File: src/rtl/traffic_pkg.sv
// traffic_pkg: types shared between the country-road sensor conditioner
// and the traffic_signal controller.
//   lamp_t         - country-road lamp encoding fed back from traffic_signal
//   sensor_state_t - debounce FSM state of the loop-detector conditioner
package traffic_pkg;

    typedef enum logic [1:0] {
        RED    = 2'b00,
        YELLOW = 2'b01,
        GREEN  = 2'b10
    } lamp_t;

    typedef enum logic [1:0] {
        EMPTY    = 2'd0,
        RISE_CHK = 2'd1,
        OCCUPIED = 2'd2,
        FALL_CHK = 2'd3
    } sensor_state_t;

endpackage

File: src/rtl/sync_2ff.sv
// sync_2ff: two-flop synchronizer for a single asynchronous bit.
//   clk    - rising-edge clock
//   reset  - synchronous active-high reset, clears both flops
//   d_i    - asynchronous input
//   q_o    - synchronized output (second flop)
module sync_2ff (
    input  logic clk,
    input  logic reset,
    input  logic d_i,
    output logic q_o
);

    logic ff1_q;
    logic ff2_q;

    always_ff @(posedge clk) begin
        if (reset) begin
            ff1_q <= 1'b0;
            ff2_q <= 1'b0;
        end else begin
            ff1_q <= d_i;
            ff2_q <= ff1_q;
        end
    end

    assign q_o = ff2_q;

endmodule

File: src/rtl/car_sensor_conditioner.sv
// car_sensor_conditioner: debounces the country-road loop detector, counts
// waiting cars and raises the car-waiting request for traffic_signal.
//   clk               - rising-edge clock
//   reset             - synchronous active-high reset
//   sensor_raw        - asynchronous bouncy loop detector (1 = metal present)
//   cntry_road_signal - country-road lamp state (lamp_t encoding)
//   x                 - car-waiting request, (car_count != 0)
//   car_count         - arrivals not yet served, saturating at MAX_COUNT
//   sensor_clean      - debounced occupancy
//   state_out         - debounce FSM state, for debug
module car_sensor_conditioner
    import traffic_pkg::*;
#(
    parameter int DEBOUNCE_CYCLES = 4,   // 1..255
    parameter int MAX_COUNT       = 15   // 1..15
) (
    input  logic       clk,
    input  logic       reset,
    input  logic       sensor_raw,
    input  logic [1:0] cntry_road_signal,
    output logic       x,
    output logic [3:0] car_count,
    output logic       sensor_clean,
    output logic [1:0] state_out
);

    localparam logic [7:0] DEB_LIM = 8'(DEBOUNCE_CYCLES);
    localparam logic [3:0] CNT_MAX = 4'(MAX_COUNT);

    logic          s_sync;
    sensor_state_t state_q, state_d;
    logic [7:0]    deb_cnt_q, deb_cnt_d;
    logic [3:0]    count_q, count_d;
    logic          arrival;

    sync_2ff u_sync (
        .clk   (clk),
        .reset (reset),
        .d_i   (sensor_raw),
        .q_o   (s_sync)
    );

    // Debounce FSM. deb_cnt counts consecutive stable samples seen in a
    // check state, starting at 1 on the sample that triggered the check.
    always_comb begin
        state_d   = state_q;
        deb_cnt_d = deb_cnt_q;
        arrival   = 1'b0;
        case (state_q)
            EMPTY: begin
                if (s_sync) begin
                    state_d   = RISE_CHK;
                    deb_cnt_d = 8'd1;
                end
            end
            RISE_CHK: begin
                if (!s_sync) begin
                    state_d = EMPTY;
                end else if (deb_cnt_q == DEB_LIM) begin
                    state_d = OCCUPIED;
                    arrival = 1'b1;   // the only place a car is counted
                end else begin
                    deb_cnt_d = deb_cnt_q + 8'd1;
                end
            end
            OCCUPIED: begin
                if (!s_sync) begin
                    state_d   = FALL_CHK;
                    deb_cnt_d = 8'd1;
                end
            end
            FALL_CHK: begin
                if (s_sync) begin
                    state_d = OCCUPIED;
                end else if (deb_cnt_q == DEB_LIM) begin
                    state_d = EMPTY;
                end else begin
                    deb_cnt_d = deb_cnt_q + 8'd1;
                end
            end
            default: state_d = EMPTY;
        endcase
    end

    // Green wins over a same-cycle arrival: that car drives straight through.
    always_comb begin
        count_d = count_q;
        if (cntry_road_signal == GREEN) begin
            count_d = 4'd0;
        end else if (arrival && (count_q != CNT_MAX)) begin
            count_d = count_q + 4'd1;
        end
    end

    always_ff @(posedge clk) begin
        if (reset) begin
            state_q   <= EMPTY;
            deb_cnt_q <= 8'd0;
            count_q   <= 4'd0;
        end else begin
            state_q   <= state_d;
            deb_cnt_q <= deb_cnt_d;
            count_q   <= count_d;
        end
    end

    assign car_count    = count_q;
    assign x            = (count_q != 4'd0);
    assign sensor_clean = (state_q == OCCUPIED) || (state_q == FALL_CHK);
    assign state_out    = state_q;

endmodule
File: config.mk
export PLATFORM = sky130hd
export DESIGN_NAME = car_sensor_conditioner
export DESIGN_NICKNAME = d
export VERILOG_FILES = /design/src/rtl/traffic_pkg.sv /design/src/rtl/sync_2ff.sv /design/src/rtl/car_sensor_conditioner.sv
export SDC_FILE = /design/constraint.sdc
export NUM_CORES = 1
export LEC_CHECK = 0
export ABC_CLOCK_PERIOD_IN_PS = 2300
export CAP_MARGIN = 40
export CORE_UTILIZATION = 51
export DETAILED_ROUTE_END_ITERATION = 12
export PLACE_DENSITY = 0.76
export SETUP_SLACK_MARGIN = 0.3
export SLEW_MARGIN = 10
export SYNTH_ARGS = -nofsm -noshare
export SYNTH_HDL_FRONTEND = slang
export SYNTH_HIERARCHICAL = 1
export SYNTH_SLANG_ARGS = --single-unit
File: constraint.sdc
create_clock -name clk -period 2.3 [get_ports clk]
set_clock_uncertainty 0.1 [all_clocks]
set_input_delay 0.46 -clock clk [delete_from_list [all_inputs] [get_ports clk]]
set_output_delay 0.46 -clock clk [all_outputs]
set_load 0.005 [all_outputs]
==> metrics.cfg <==
[pwr]
power.density_nw_per_um2=480
power.total_uw=497
irDropWorstVdd_uv=317
p_leak_nw=0.359

[floorplan]
dieArea_um2=1860
core_um2=1540
fp.dieH_um=43.1
core.rowCount=14
start_util_pct=55.8
die_w_um=43.1
io_pins=13

[worst_setup_path]
critPathTopFamily=buffers and inverters
required_ns=1.74
crit_slowest_cell=clkdlybuf4s50_1
arrival_ns=1.37
crit_type=reg2out
rr_worst_depth=6
cp_cell_sequence=clkdlybuf4s50_1
max_stage_delay_ns=0.56
rrSetupSlack_ns=0.37
worstReg2RegStart=deb_cnt_q[0]
start_kind=flip-flop
crit_buf_inv=1
timing.rr.end=deb_cnt_q[3]
worst-path-stages=1
crit_end=state_out[0]
crit_fanout=10
critical_path.startpoint=state_out[0]
end_kind=primary output

[timing]
max_freq_mhz=519
slew_headroom_pct=55.2
worst_slew_pin_slew_ns=0.667
setup_tns_ns=0
fin_crit_sh_pct=83.8
rsz0062_at_grt=false
period_needed_ns=1.93
drv_slew=0
setup_viol=0
worst_slack_ns=0.372
hold_viol_final=0

[outcome]
status=finished clean

[synthesis]
synthAdderAreaFrac_pct=5.81
synth_top_family_by_area=simple AND/OR/NAND/NOR gates
synthMuxAreaShare_pct=1.31
netlist_area_um2=861
synth_compound_area_share_pct=16.7
postSynth.asyncResetShare_pct=0
syn_inst=99
synth_xor_xnor_area_share_pct=4.94
post_synth_num_cell_types=32
netlist.area_leader.share_pct=37.2
yosysWarnings=6
ys_seq_elements=16
synth-simple-area-share_pct=28.8
synth-edff-count=0
ys_seq_area_share_pct=37.2
yosysTopAreaCell=dfxtp_1
netlist_top_cells_area=dfxtp_1 (37%), ha_1 (5.8%), nand3_1 (5.2%)
ys.flop_type=dfxtp_1
syn_avg_cell_area_um2=8.70
synth_fp_nets=108

[placed_design]
portBuffers=12
gp_congestion=0.826
dpl_worst_slack_ns=0.394
hpwl_um=1170
place_inst=123

[drt]
first_pass_iters=4
wire_per_inst_um=12.3
drt_iter0_drc=9
antenna_left=0
drt_wl_total_um=1590
via_per_inst=5.63
vias=726
drt_drc_violations_left=0

[grt]
grt_pass1_wl_um=2560
overflow=0
grt_pass1_vias=596
grt-busiest-layer=met1
grt_max_degree=12
use_met3_pct=4.26
antenna_found_initial=0
use_met1_pct=26.8
use_met2_pct=26.3
track_usage_pct=18.2

[finish]
stdcell_count=129
multi_input_area_um2=495
ff_latch_area_um2=323
diodes=0
utilization_pct=67.1
layout-drive-gt1-share_pct=11.5
nNetsFinal=123
syn_to_final_growth_pct=20.2
fill_cells=122

[clocking]
cts-hold-fix-buffers=0
cts.clk_slew.worst_paths_ns=0.10
insertion_delay_ns=0.28
cts_tree=built
cts_buffers=3
htreeDepth=1
root_buffer=clkbuf_4
clockBufferDepth=2
clock-sinks=16

[job]
max_cap_violations=0

[hold_path]
min_path_type=reg2reg
hold_depth=1

==> what timing repair did <==
item                                    4_1_cts  5_1_grt
hold endpoints to repair                      0        0
endpoints found under the setup margin        1        0
gates resized for setup                       3        0
setup buffers                                 2        0
==> metal layers <==
layer	vias up	wire, µm
li1	378	-
met1	328	823
met2	18	677
met3	2	76
met4	0	10
met5	-	0
==> cell usage in the layout, fill, tap and decap left out, types with 2 or more instances in the layout <==
cell type / netlist / routed
dfxtp_2: 0 / 2
inv_1: 7 / 7
nand2_1: 7 / 7
o21a_1: 2 / 2
nor3_1: 2 / 2
a21oi_1: 7 / 7
buf_4: 0 / 2
a31oi_1: 2 / 2
clkdlybuf4s50_1: 0 / 11
dfxtp_1: 16 / 14
nor2b_1: 3 / 3
clkbuf_4: 0 / 3
a311o_1: 2 / 2
or4_1: 3 / 3
xnor2_1: 2 / 2
nand2b_1: 3 / 3
nor2_1: 6 / 6
ha_1: 4 / 4
o21ai_0: 6 / 6
nand3_1: 9 / 9
==> layout make-up <==
type,instances,area share (%)
multi-input combinational,72,47.9
sequential,16,31.2
timing repair buffer,14,12.9
clock buffer,4,3.51
inverter,7,2.54
tap,16,1.93
==> cell families (layout without fill, tap and decap cells) <==
kind of cell | after synthesis | count (layout)
muxes | 1 | 1
DFF | 16 | 16
AOI/OAI and AO/OA | 23 | 23
buffers and inverters | 11 | 25
xor gates and xnor gates | 4 | 4
adders and majority gates | 4 | 4
and+or+nand+nor | 40 | 40
==> sequential cells by signal (all words and copies together) (netlist names), named ones only <==
signal	cells
u_sync/q_o	1
u_sync/ff1_q	1
car_count	4
deb_cnt_q	8
state_out	1
==> worst min path at each step <==
stage          slack, ns          from    endpoint
2_1_floorplan       0.31  u_sync/ff1_q  u_sync/q_o
3_3_place_gp        0.35  u_sync/ff1_q  u_sync/q_o
3_5_place_dp        0.34  u_sync/ff1_q  u_sync/q_o
4_1_cts             0.36  u_sync/ff1_q  u_sync/q_o
5_1_grt             0.39  u_sync/ff1_q  u_sync/q_o
6_report            0.36  u_sync/ff1_q  u_sync/q_o
==> synthesized netlist by cell type (3+ instances only) <==
cell      instances
nand3_1           9
inv_1             7
nor2b_1           3
a21oi_1           7
or4_1             3
o21ai_0           6
dfxtp_1          16
nand2_1           7
buf_2             3
ha_1              4
nor2_1            6
nand2b_1          3
==> power breakdown <==
part	switching (mW)	leakage, nW	internal [mW]	total (mW)
sequential	0.00356	0.131	0.280	0.283
clock	0.0887	0.0210	0.0963	0.185
combinational	0.0141	0.207	0.0147	0.0288
total	0.106	0.359	0.391	0.497
==> through the flow <==
stage               area, µm²  hold WS [ns]
floorplan                 861         0.314
global placement          982         0.351
detailed placement        982         0.343
CTS                      1030         0.365
global route             1030         0.385
finish                   1030         0.361
Power figures use the tool's default switching activity.
